### config.mk
export PLATFORM = sky130hd
export DESIGN_NAME = pwm_cmd_regfile
export DESIGN_NICKNAME = d
export VERILOG_FILES = /design/src/rtl/pwm_cmd_regfile.sv
export SDC_FILE = /design/constraint.sdc
export NUM_CORES = 1
export LEC_CHECK = 0
export ABC_AREA = 1
export BUFFER_PORTS_ARGS = -buffer_cell sky130_fd_sc_hd__buf_4
export CAP_MARGIN = 20
export CORE_ASPECT_RATIO = 1.75
export CORE_MARGIN = 3
export CORE_UTILIZATION = 40
export CTS_CLUSTER_SIZE = 30
export DETAILED_ROUTE_END_ITERATION = 6
export HOLD_SLACK_MARGIN = 0.08
export PLACE_DENSITY = 0.61
export SYNTH_ARGS = -nofsm -noshare
export SYNTH_HDL_FRONTEND = slang
export SYNTH_SLANG_ARGS = --single-unit
export TNS_END_PERCENT = 10
### constraint.sdc
create_clock -name i_Clk -period 4.35 [get_ports i_Clk]
set_input_delay 0.2175 -clock i_Clk [delete_from_list [all_inputs] [get_ports i_Clk]]
set_output_delay 0.2175 -clock i_Clk [all_outputs]
set_load 0.02 [all_outputs]
### src/rtl/pwm_cmd_regfile.sv
// SPI command register file: decodes a command byte, then writes or reads back
// PWM configuration registers. Define PWMREG_TIMEOUT_EN to abort stalled transfers.
//
//   state   | meaning
//   IDLE    | waiting for a command byte
//   WR_DATA | collecting write bytes LSB first into the shadow register
//   RD_DATA | streaming the sampled register out, one byte per received byte
module pwm_cmd_regfile #(
    parameter int N_CH        = 3,
    parameter int DATA_BYTES  = 4,
    parameter int TIMEOUT_CYC = 1024
) (
    input  logic                         i_Clk,
    input  logic                         i_Rst_L,
    input  logic                         o_RX_DV,
    input  logic [7:0]                   o_RX_Byte,
    output logic                         i_TX_DV,
    output logic [7:0]                   i_TX_Byte,
    output logic [8*DATA_BYTES-1:0]      counter_value,
    output logic [8*DATA_BYTES-1:0]      prescaler,
    output logic [N_CH*8*DATA_BYTES-1:0] duty_cycle,
    output logic                         enable_pwm,
    output logic                         o_Cmd_Err
);

    localparam int          DW       = 8 * DATA_BYTES;
    localparam logic [6:0]  MAX_ADDR = 7'(2 + N_CH);
    localparam logic [2:0]  FULL_LEN = 3'(DATA_BYTES);

    typedef enum logic [1:0] {IDLE, WR_DATA, RD_DATA} state_t;

    state_t               state_q;
    logic [6:0]           addr_q;
    logic [2:0]           len_q;
    logic [2:0]           cnt_q;
    logic [DW-1:0]        shadow_q;
    logic [DW-1:0]        rd_q;
    logic                 tx_dv_q;
    logic [7:0]           tx_byte_q;
    logic                 err_q;
    logic                 en_q;
    logic [DW-1:0]        cnt_val_q;
    logic [DW-1:0]        presc_q;
    logic [N_CH*DW-1:0]   duty_q;
`ifdef PWMREG_TIMEOUT_EN
    logic [15:0]          idle_q;
`endif

    logic [6:0]           cmd_addr;
    logic [2:0]           cmd_len;
    logic [DW-1:0]        rd_snap_d;
    logic [DW-1:0]        shadow_d;

    assign cmd_addr = o_RX_Byte[6:0];
    assign cmd_len  = (cmd_addr == 7'd0) ? 3'd1 : FULL_LEN;

    // Register value as seen at command decode; reads stream from this snapshot.
    always_comb begin
        rd_snap_d = '0;
        case (cmd_addr)
            7'd0:    rd_snap_d[0] = en_q;
            7'd1:    rd_snap_d    = cnt_val_q;
            7'd2:    rd_snap_d    = presc_q;
            default: begin
                for (int k = 0; k < N_CH; k++) begin
                    if (cmd_addr == 7'(3 + k)) rd_snap_d = duty_q[k*DW +: DW];
                end
            end
        endcase
    end

    always_comb begin
        shadow_d = shadow_q | (DW'(o_RX_Byte) << (8 * cnt_q));
    end

    always_ff @(posedge i_Clk) begin
        if (!i_Rst_L) begin
            state_q   <= IDLE;
            addr_q    <= '0;
            len_q     <= '0;
            cnt_q     <= '0;
            shadow_q  <= '0;
            rd_q      <= '0;
            tx_dv_q   <= 1'b0;
            tx_byte_q <= '0;
            err_q     <= 1'b0;
            en_q      <= 1'b0;
            cnt_val_q <= '0;
            presc_q   <= '0;
            duty_q    <= '0;
`ifdef PWMREG_TIMEOUT_EN
            idle_q    <= '0;
`endif
        end else begin
            tx_dv_q   <= 1'b0;
            tx_byte_q <= '0;
            err_q     <= 1'b0;
`ifdef PWMREG_TIMEOUT_EN
            if (state_q == IDLE || o_RX_DV) idle_q <= '0;
            else                            idle_q <= idle_q + 16'd1;
`endif
            case (state_q)
                IDLE: begin
                    if (o_RX_DV) begin
                        if (cmd_addr > MAX_ADDR) begin
                            err_q <= 1'b1;
                        end else begin
                            addr_q   <= cmd_addr;
                            len_q    <= cmd_len;
                            cnt_q    <= '0;
                            shadow_q <= '0;
                            if (o_RX_Byte[7]) begin
                                state_q   <= RD_DATA;
                                tx_dv_q   <= 1'b1;
                                tx_byte_q <= rd_snap_d[7:0];
                                rd_q      <= rd_snap_d >> 8;
                            end else begin
                                state_q <= WR_DATA;
                            end
                        end
                    end
                end
                WR_DATA: begin
                    if (o_RX_DV) begin
                        if (cnt_q == len_q - 3'd1) begin
                            // Whole value lands in one edge so no partial value is visible.
                            case (addr_q)
                                7'd0:    en_q      <= o_RX_Byte[0];
                                7'd1:    cnt_val_q <= shadow_d;
                                7'd2:    presc_q   <= shadow_d;
                                default: begin
                                    for (int k = 0; k < N_CH; k++) begin
                                        if (addr_q == 7'(3 + k)) duty_q[k*DW +: DW] <= shadow_d;
                                    end
                                end
                            endcase
                            state_q  <= IDLE;
                            cnt_q    <= '0;
                            shadow_q <= '0;
                        end else begin
                            shadow_q <= shadow_d;
                            cnt_q    <= cnt_q + 3'd1;
                        end
                    end
                end
                RD_DATA: begin
                    if (o_RX_DV) begin
                        if (cnt_q == len_q - 3'd1) begin
                            state_q <= IDLE;
                            cnt_q   <= '0;
                            rd_q    <= '0;
                        end else begin
                            tx_dv_q   <= 1'b1;
                            tx_byte_q <= rd_q[7:0];
                            rd_q      <= rd_q >> 8;
                            cnt_q     <= cnt_q + 3'd1;
                        end
                    end
                end
                default: state_q <= IDLE;
            endcase
`ifdef PWMREG_TIMEOUT_EN
            if (state_q != IDLE && !o_RX_DV && idle_q == 16'(TIMEOUT_CYC - 1)) begin
                state_q  <= IDLE;
                err_q    <= 1'b1;
                cnt_q    <= '0;
                shadow_q <= '0;
                rd_q     <= '0;
            end
`endif
        end
    end

    assign i_TX_DV       = tx_dv_q;
    assign i_TX_Byte     = tx_byte_q;
    assign counter_value = cnt_val_q;
    assign prescaler     = presc_q;
    assign duty_cycle    = duty_q;
    assign enable_pwm    = en_q;
    assign o_Cmd_Err     = err_q;

endmodule

==> flow_metrics.py, run 1 <==
metrics = {
    "run_status": {
        "status": "finished, final reports clean",
    },
    "global_route": {
        "grt_max_degree": 77,
        "grt_pass1_wl_mm": 62.0,
        "grt_overflow": 0,
        "grt_pass1_vias": 11000,
        "antenna_found_initial": 0,
        "grt.total_usage_pct": 25.5,
    },
    "clock_network": {
        "cts_resized": 0,
        "cts_buffers": 23,
        "cts_tree": "built",
        "worstSkewPairLatency_ps": 530,
        "clock_tree.root_cell": "clkbuf_16",
        "max-clock-path-buffers": 3,
        "clkTransAtPathRegs_ps": 60,
        "htreeDepth": 1,
        "cts.sinks": 241,
    },
    "yosys": {
        "ys_seq_area_share_pct": 42.7,
        "ys_warn_count": 0,
        "ys_types": 31,
        "yosysTopAreaCell": "dfxtp_1",
        "async_reset_ff_share_pct": 0,
        "synth_edf_count": 0,
        "synth_nets": 1713,
        "ys_seq_elements": 241,
        "ys_dominant_reg_cell": "dfxtp_1",
        "syn_area_per_cell_um2": 6.65,
        "yosysTopAreaCellShare_pct": 42.7,
        "netlist_instances": 1698,
        "synthTopCellsByArea": "dfxtp_1 43%, nor2_1 11%, nand3_1 10%, nand2_1 9.1%, a21oi_1 5.9%",
        "synth_area_um2": 11300,
    },
    "place": {
        "dp_hpwl_mm": 27.4,
        "place.gp.congestion": 0.890,
        "dpl-instance-area_um2": 12800,
        "numPortBuffers": 181,
    },
    "power_and_ir_drop": {
        "power.density_nw_per_um2": 398,
        "power.leakage_nw": 6.11,
        "ir_drop_uv": 307,
    },
    "routing": {
        "dr.pass1.iters": 5,
        "vias_per_cell": 5.21,
        "routed.top_layer": "met4",
        "dr_wl_met2_mm": 20.9,
        "antenna_left": 0,
        "m1WireLength_mm": 15.2,
        "vias": 11500,
        "drc": 0,
        "wirelength_mm": 39.9,
        "drt-initial-drc-count": 915,
        "wl_met3_mm": 2.22,
        "detail_route.wl_per_cell_um": 18.1,
    },
    "floorplan": {
        "coreArea_um2": 27500,
        "io_pins": 182,
        "die_area_um2": 30400,
        "std_cell_rows": 80,
        "initial_utilization_pct": 41.0,
        "die_w_um": 133,
        "die_h_um": 228,
    },
    "timing": {
        "setup_viol": 0,
        "hold_violations": 0,
        "period_needed_ps": 3180,
        "slew_headroom_pct": 28.9,
        "max_slew.worst_pin.slew_ps": 1070,
        "max_freq_ghz": 0.314,
        "finalMaxSlewViolations": 0,
        "final.period_utilization_pct": 73.2,
        "tns_ps": 0,
        "grt_setup_unrepaired": "no",
        "skew_ps": 8.39,
    },
    "critical_path": {
        "required_ps": 4760,
        "cp-end-kind": "register",
        "crit_family": "simple AND/OR/NAND/NOR gates",
        "slowest_stage": "nand3_4",
        "worst_path_most_repeated_cell": "nand3_4",
        "max_stage_delay_ps": 730,
        "critPathKind": "reg -> reg",
        "r2r_slack_ps": 1170,
        "r2r.worst_path.cells": 7,
        "path_buf_inv": 0,
        "arrival_ps": 3600,
        "critPathMaxFanout": 64,
        "cp-start-kind": "register",
        "crit_chain": "nand3_1 -> nand2_1 -> nand3_4 -> nor2_8 -> nand3_4 -> o21ai_1 -> nor2_1",
        "crit_cells": 7,
    },
    "final_layout": {
        "drive_above_1_share_pct": 14.9,
        "antenna_cells": 0,
        "design_area_um2": 13600,
        "syn_to_final_growth_pct": 20.7,
        "fin_util_pct": 49.5,
        "fin_nets": 1831,
        "multi_input_area_um2": 5320,
        "fillers": 2886,
        "seq_area_um2": 4820,
    },
    "hold_path": {
        "min_path_type": "in -> reg",
        "holdPathStages": 5,
    },
    "flow_run": {
        "cap_viol_max_count": 0,
    },
}
-- per-layer routing --
| layer | GRT usage [%] | up-vias |
|---|---|---|
| met1 | 29.0 | 5297 |
| met5 | 0 | - |
| met2 | 47.2 | 397 |
| met4 | 10.9 | 0 |
| met3 | 3.40 | 99 |
| li1 | - | 5678 |
-- placed cells by master (no fill, tap or decap), drive strengths merged --
cell         instances
a31o                 2
clkinv               5
nand4                9
nand3              238
clkinvlp             1
dlygate4sd3          4
nor2               333
buf                201
nand2              277
bufinv               4
a21oi              135
o21bai               8
a31oi                2
nor4                 1
inv                172
nor3                 8
clkbuf              32
ha                   4
o21ai              152
a21o                 4
dfxtp              241
-- worst min-delay path, stage by stage --
cell     delay, ps
buf_4          140
nand2_1         70
inv_1           70
nand3_1         70
a21oi_1         60
-- synth_stat cells, types with 6 or more instances --
library cell    n
nand4_1         9
dfxtp_1       241
buf_4           6
clkbuf_1       49
nor3_1          7
inv_2          11
o21ai_0        88
inv_1         160
nand2_1       273
buf_2          52
o21ai_1        64
nor2_1        326
o21bai_1        8
a21oi_1       134
nand3_1       232
-- per-stage QoR --
step | total power, W | setup slack (ps) | hold WS, ps | cells
6_report | 0.00542 | 1170 | 149 | 2202
5_1_grt | 0.00563 | 846 | 153 | 2202
4_1_cts | 0.00547 | 1200 | 121 | 2202
3_5_place_dp | 0.00325 | 1200 | 451 | 2156
3_3_place_gp | 0.00324 | 1310 | 451 | 2156
2_1_floorplan | 0.00296 | 2760 | 346 | 1698
-- kinds of logic after synthesis --
group	after synthesis	share of synthesized area, %
AO/OA/AOI/OAI	303	13.8
buffers and inverters	284	10.2
flip-flops	241	42.7
AND/OR/NAND/NOR	866	32.8
adder cells (fa/ha/maj)	4	0.443
-- path summary, 6_finish.rpt --
| check | start | to |
|---|---|---|
| max | cnt_q[0] | counter_value[7] |
| min | o_RX_DV | cnt_q[1] |
| max reg2reg | cnt_q[0] | counter_value[7] |
| min reg2reg | addr_q[3] | addr_q[3] |
-- registers in the layout, indices dropped and copies added (netlist names) --
name	cells
duty_cycle	96
counter_value	32
prescaler	32
shadow_q	32
rd_q	24
i_TX_Byte	8
addr_q	7
cnt_q	3
len_q	2
state_q	2
enable_pwm	1
i_TX_DV	1
o_Cmd_Err	1
-- report_power, final --
part           switching [W]  internal (W)  total [W]
Clock               0.000891       0.00131    0.00221
Combinational       0.000646      0.000214   0.000860
Sequential         0.0000636       0.00229    0.00236
-- layout make-up --
| cell class | instances | share of cell area, % |
|---|---|---|
| clock inverter | 10 | 1.15 |
| sequential | 241 | 35.4 |
| tap | 369 | 3.39 |
| inverter | 172 | 4.74 |
| multi-input combinational | 1173 | 39.1 |
| timing repair buffer | 205 | 11.4 |
| clock buffer | 32 | 4.91 |
-- timing repair --
action,4_1_cts,5_1_grt
hold buffers,4,0
hold endpoints to repair,4,0
buffers inserted,0,0
Power figures use the tool's default switching activity.
==> run 2: changes to the inputs <==
--- a/config.mk
+++ b/config.mk
@@ -14,7 +14,7 @@
 export CTS_CLUSTER_SIZE = 30
 export DETAILED_ROUTE_END_ITERATION = 6
 export HOLD_SLACK_MARGIN = 0.08
-export PLACE_DENSITY = 0.61
+export PLACE_DENSITY = 0.63
 export SYNTH_ARGS = -nofsm -noshare
 export SYNTH_HDL_FRONTEND = slang
 export SYNTH_SLANG_ARGS = --single-unit
==> constraint.sdc (replaced) <==
create_clock -name i_Clk -period 2.9 [get_ports i_Clk]
set_input_delay 0.145 -clock i_Clk [delete_from_list [all_inputs] [get_ports i_Clk]]
set_output_delay 0.145 -clock i_Clk [all_outputs]
set_load 0.02 [all_outputs]
==> run 2 against run 1 <==
Against the previous run: first-iteration DRC count down 9.0%; power up 56%; final area up 1.8%; clock skew about the same; global-route usage up 0.91 points; via count up 2.8%; highest routed layer unchanged; critical path depth up 3; fmax up 36%; clock-buffer cell count down 1; routed wire length up 3.9%; worst setup slack worse by 610 ps; flip-flop and latch count unchanged.
==> flow_metrics.py, run 2 (synthesis gave the netlist of run 1 again) <==
metrics = {
    "run_status": {
        "status": "finished, final reports clean",
    },
    "power_and_ir_drop": {
        "p_sw_share_pct": 29.4,
        "ir_drop_uv": 434,
        "p_int_w": 0.00596,
        "power.leakage_nw": 6.23,
        "p_sw_w": 0.00249,
        "clkPwrFrac_pct": 41.9,
        "combPwrFrac_pct": 16.5,
        "power.density_nw_per_um2": 609,
        "power_frac_seq_pct": 41.6,
    },
    "hold_path": {
        "holdPathStages": 6,
        "hold_start": "o_RX_Byte[5]",
        "min_to": "len_q[0]",
        "min_path_type": "in -> reg",
    },
    "timing": {
        "skew_ps": 7.94,
        "tns_ps": 0,
        "max_slew.worst_pin.slew_ps": 930,
        "setup_viol": 0,
        "finalMaxSlewViolations": 0,
        "hold_violations": 0,
        "final.period_utilization_pct": 80.8,
        "grt_setup_unrepaired": "no",
        "max_freq_ghz": 0.427,
        "period_needed_ps": 2340,
        "whs_ps": 221,
        "slew_headroom_pct": 37.9,
    },
    "place": {
        "numPortBuffers": 181,
        "dpl.cell_count": 2170,
        "place.gp.congestion": 0.907,
        "dp_hpwl_mm": 28.9,
    },
    "final_layout": {
        "layout_commonest_cell": "nor2_1",
        "antenna_cells": 0,
        "layout_common_cells": "324 x nor2_1, 273 x nand2_1, 241 x dfxtp_1",
        "fin_util_pct": 50.4,
        "syn_to_final_growth_pct": 22.8,
        "fillers": 2792,
        "stdcell_count": 2219,
        "largest_reg_flops": 96,
        "drive_above_1_share_pct": 15.6,
        "fin_nets": 1848,
    },
    "critical_path": {
        "cp-start-kind": "register",
        "arrival_ps": 2810,
        "rr_endpoint": "duty_cycle[76]",
        "r2r-start": "cnt_q[0]",
        "crit_chain": "inv_2 -> nand3_1 -> nand2_1 -> nand3_4 -> nor2_4 -> nand2_2 -> inv_2 -> buf_4 -> nor2_1 -> nor2_1",
        "critPathMaxFanout": 25,
        "max_stage_delay_ps": 360,
        "r2r_slack_ps": 560,
        "cp-end-kind": "register",
        "slowest_stage": "nand3_4",
        "r2r.worst_path.cells": 10,
        "required_ps": 3360,
        "critPathKind": "reg -> reg",
    },
    "clock_network": {
        "cts_buffers": 24,
        "clock_tree.root_cell": "clkbuf_16",
        "max-clock-path-buffers": 3,
        "cts_tree": "built",
        "worstSkewPairLatency_ps": 530,
        "post_cts_buffers": 0,
        "htreeDepth": 1,
        "cts.sinks": 241,
        "clkTransAtPathRegs_ps": 70,
    },
    "floorplan": {
        "die_area_um2": 30400,
        "initial_utilization_pct": 41.0,
        "io_pins": 182,
        "die_w_um": 133,
        "coreArea_um2": 27500,
        "std_cell_rows": 80,
        "die_h_um": 228,
    },
    "routing": {
        "vias_per_cell": 5.31,
        "drc": 0,
        "dr.pass1.iters": 5,
        "wirelength_mm": 41.5,
        "detail_route.wl_per_cell_um": 18.7,
        "antenna_left": 0,
        "vias": 11800,
        "drt-initial-drc-count": 833,
    },
    "global_route": {
        "grt.total_usage_pct": 26.4,
        "grt_pass1_wl_mm": 64.1,
        "antenna_found_initial": 0,
        "grt_pass1_vias": 11200,
        "grt_max_degree": 71,
        "grt_overflow": 0,
    },
    "flow_run": {
        "cap_viol_max_count": 0,
    },
}
[run 2: changes by cell type in the layout (fill, tap and decap cells not counted), sizes merged]
cell | previous run | this run
bufinv | 4 | 6
inv | 172 | 171
buf | 201 | 215
dlygate4sd3 | 4 | 6
clkbuf | 32 | 31
clkinv | 5 | 6
[run 2: how the worst max path moves through the flow]
stage / start / endpoint / slack, ps
2_1_floorplan: state_q[0] / rd_q[0] / 1310
3_3_place_gp: cnt_q[0] / duty_cycle[87] / 660
3_5_place_dp: len_q[0] / duty_cycle[76] / 600
4_1_cts: cnt_q[0] / duty_cycle[76] / 570
5_1_grt: cnt_q[0] / duty_cycle[73] / 330
6_report: cnt_q[0] / duty_cycle[76] / 560
[run 2: timing repair]
item | 4_1_cts | 5_1_grt
resized for setup | 0 | 0
endpoints found under the setup margin | 0 | 0
hold endpoints to repair | 38 | 0
hold buffers | 6 | 0
[run 2: layout make-up]
type / count / area, um2 / share of cell area (%)
multi-input combinational: 1173 / 5320 / 38.4
sequential: 241 / 4820 / 34.8
timing repair buffer: 221 / 1720 / 12.4
clock buffer: 31 / 678 / 4.89
inverter: 172 / 646 / 4.65
tap: 369 / 462 / 3.33
clock inverter: 12 / 213 / 1.53
[run 2: routing by layer]
| layer | share of wire [%] | track usage, % | vias up |
|---|---|---|---|
| met1 | 39 | 31.3 | 5465 |
| met4 | 4.9 | 13.1 | 0 |
| met2 | 51 | 46.9 | 484 |
| li1 | - | - | 5732 |
| met5 | 0 | 0 | - |
| met3 | 5.5 | 2.95 | 106 |
[run 2: per-stage QoR]
stage               total power [W]  setup slack [ps]  cell area [um2]
floorplan                   0.00445              1310            11300
global placement            0.00493               659            12900
detailed placement          0.00494               599            12900
CTS                         0.00846               568            13900
global route                0.00875               328            13900
finish                      0.00844               558            13900
[run 2: power by group through the flow]
stage | sequential [W] | combinational [W] | clock (W)
2_1_floorplan | 0.00356 | 0.000882 | 0
3_3_place_gp | 0.00358 | 0.00135 | 0
3_5_place_dp | 0.00358 | 0.00136 | 0
4_1_cts | 0.00351 | 0.00137 | 0.00358
5_1_grt | 0.00352 | 0.00150 | 0.00372
6_report | 0.00351 | 0.00139 | 0.00354
[run 2: worst max-delay path: cells and delay by family (launching register included)]
kind                   cells  cell delay, ps
DFF                        1             350
and+or+nand+nor            7            1360
buffers and inverters      3             530
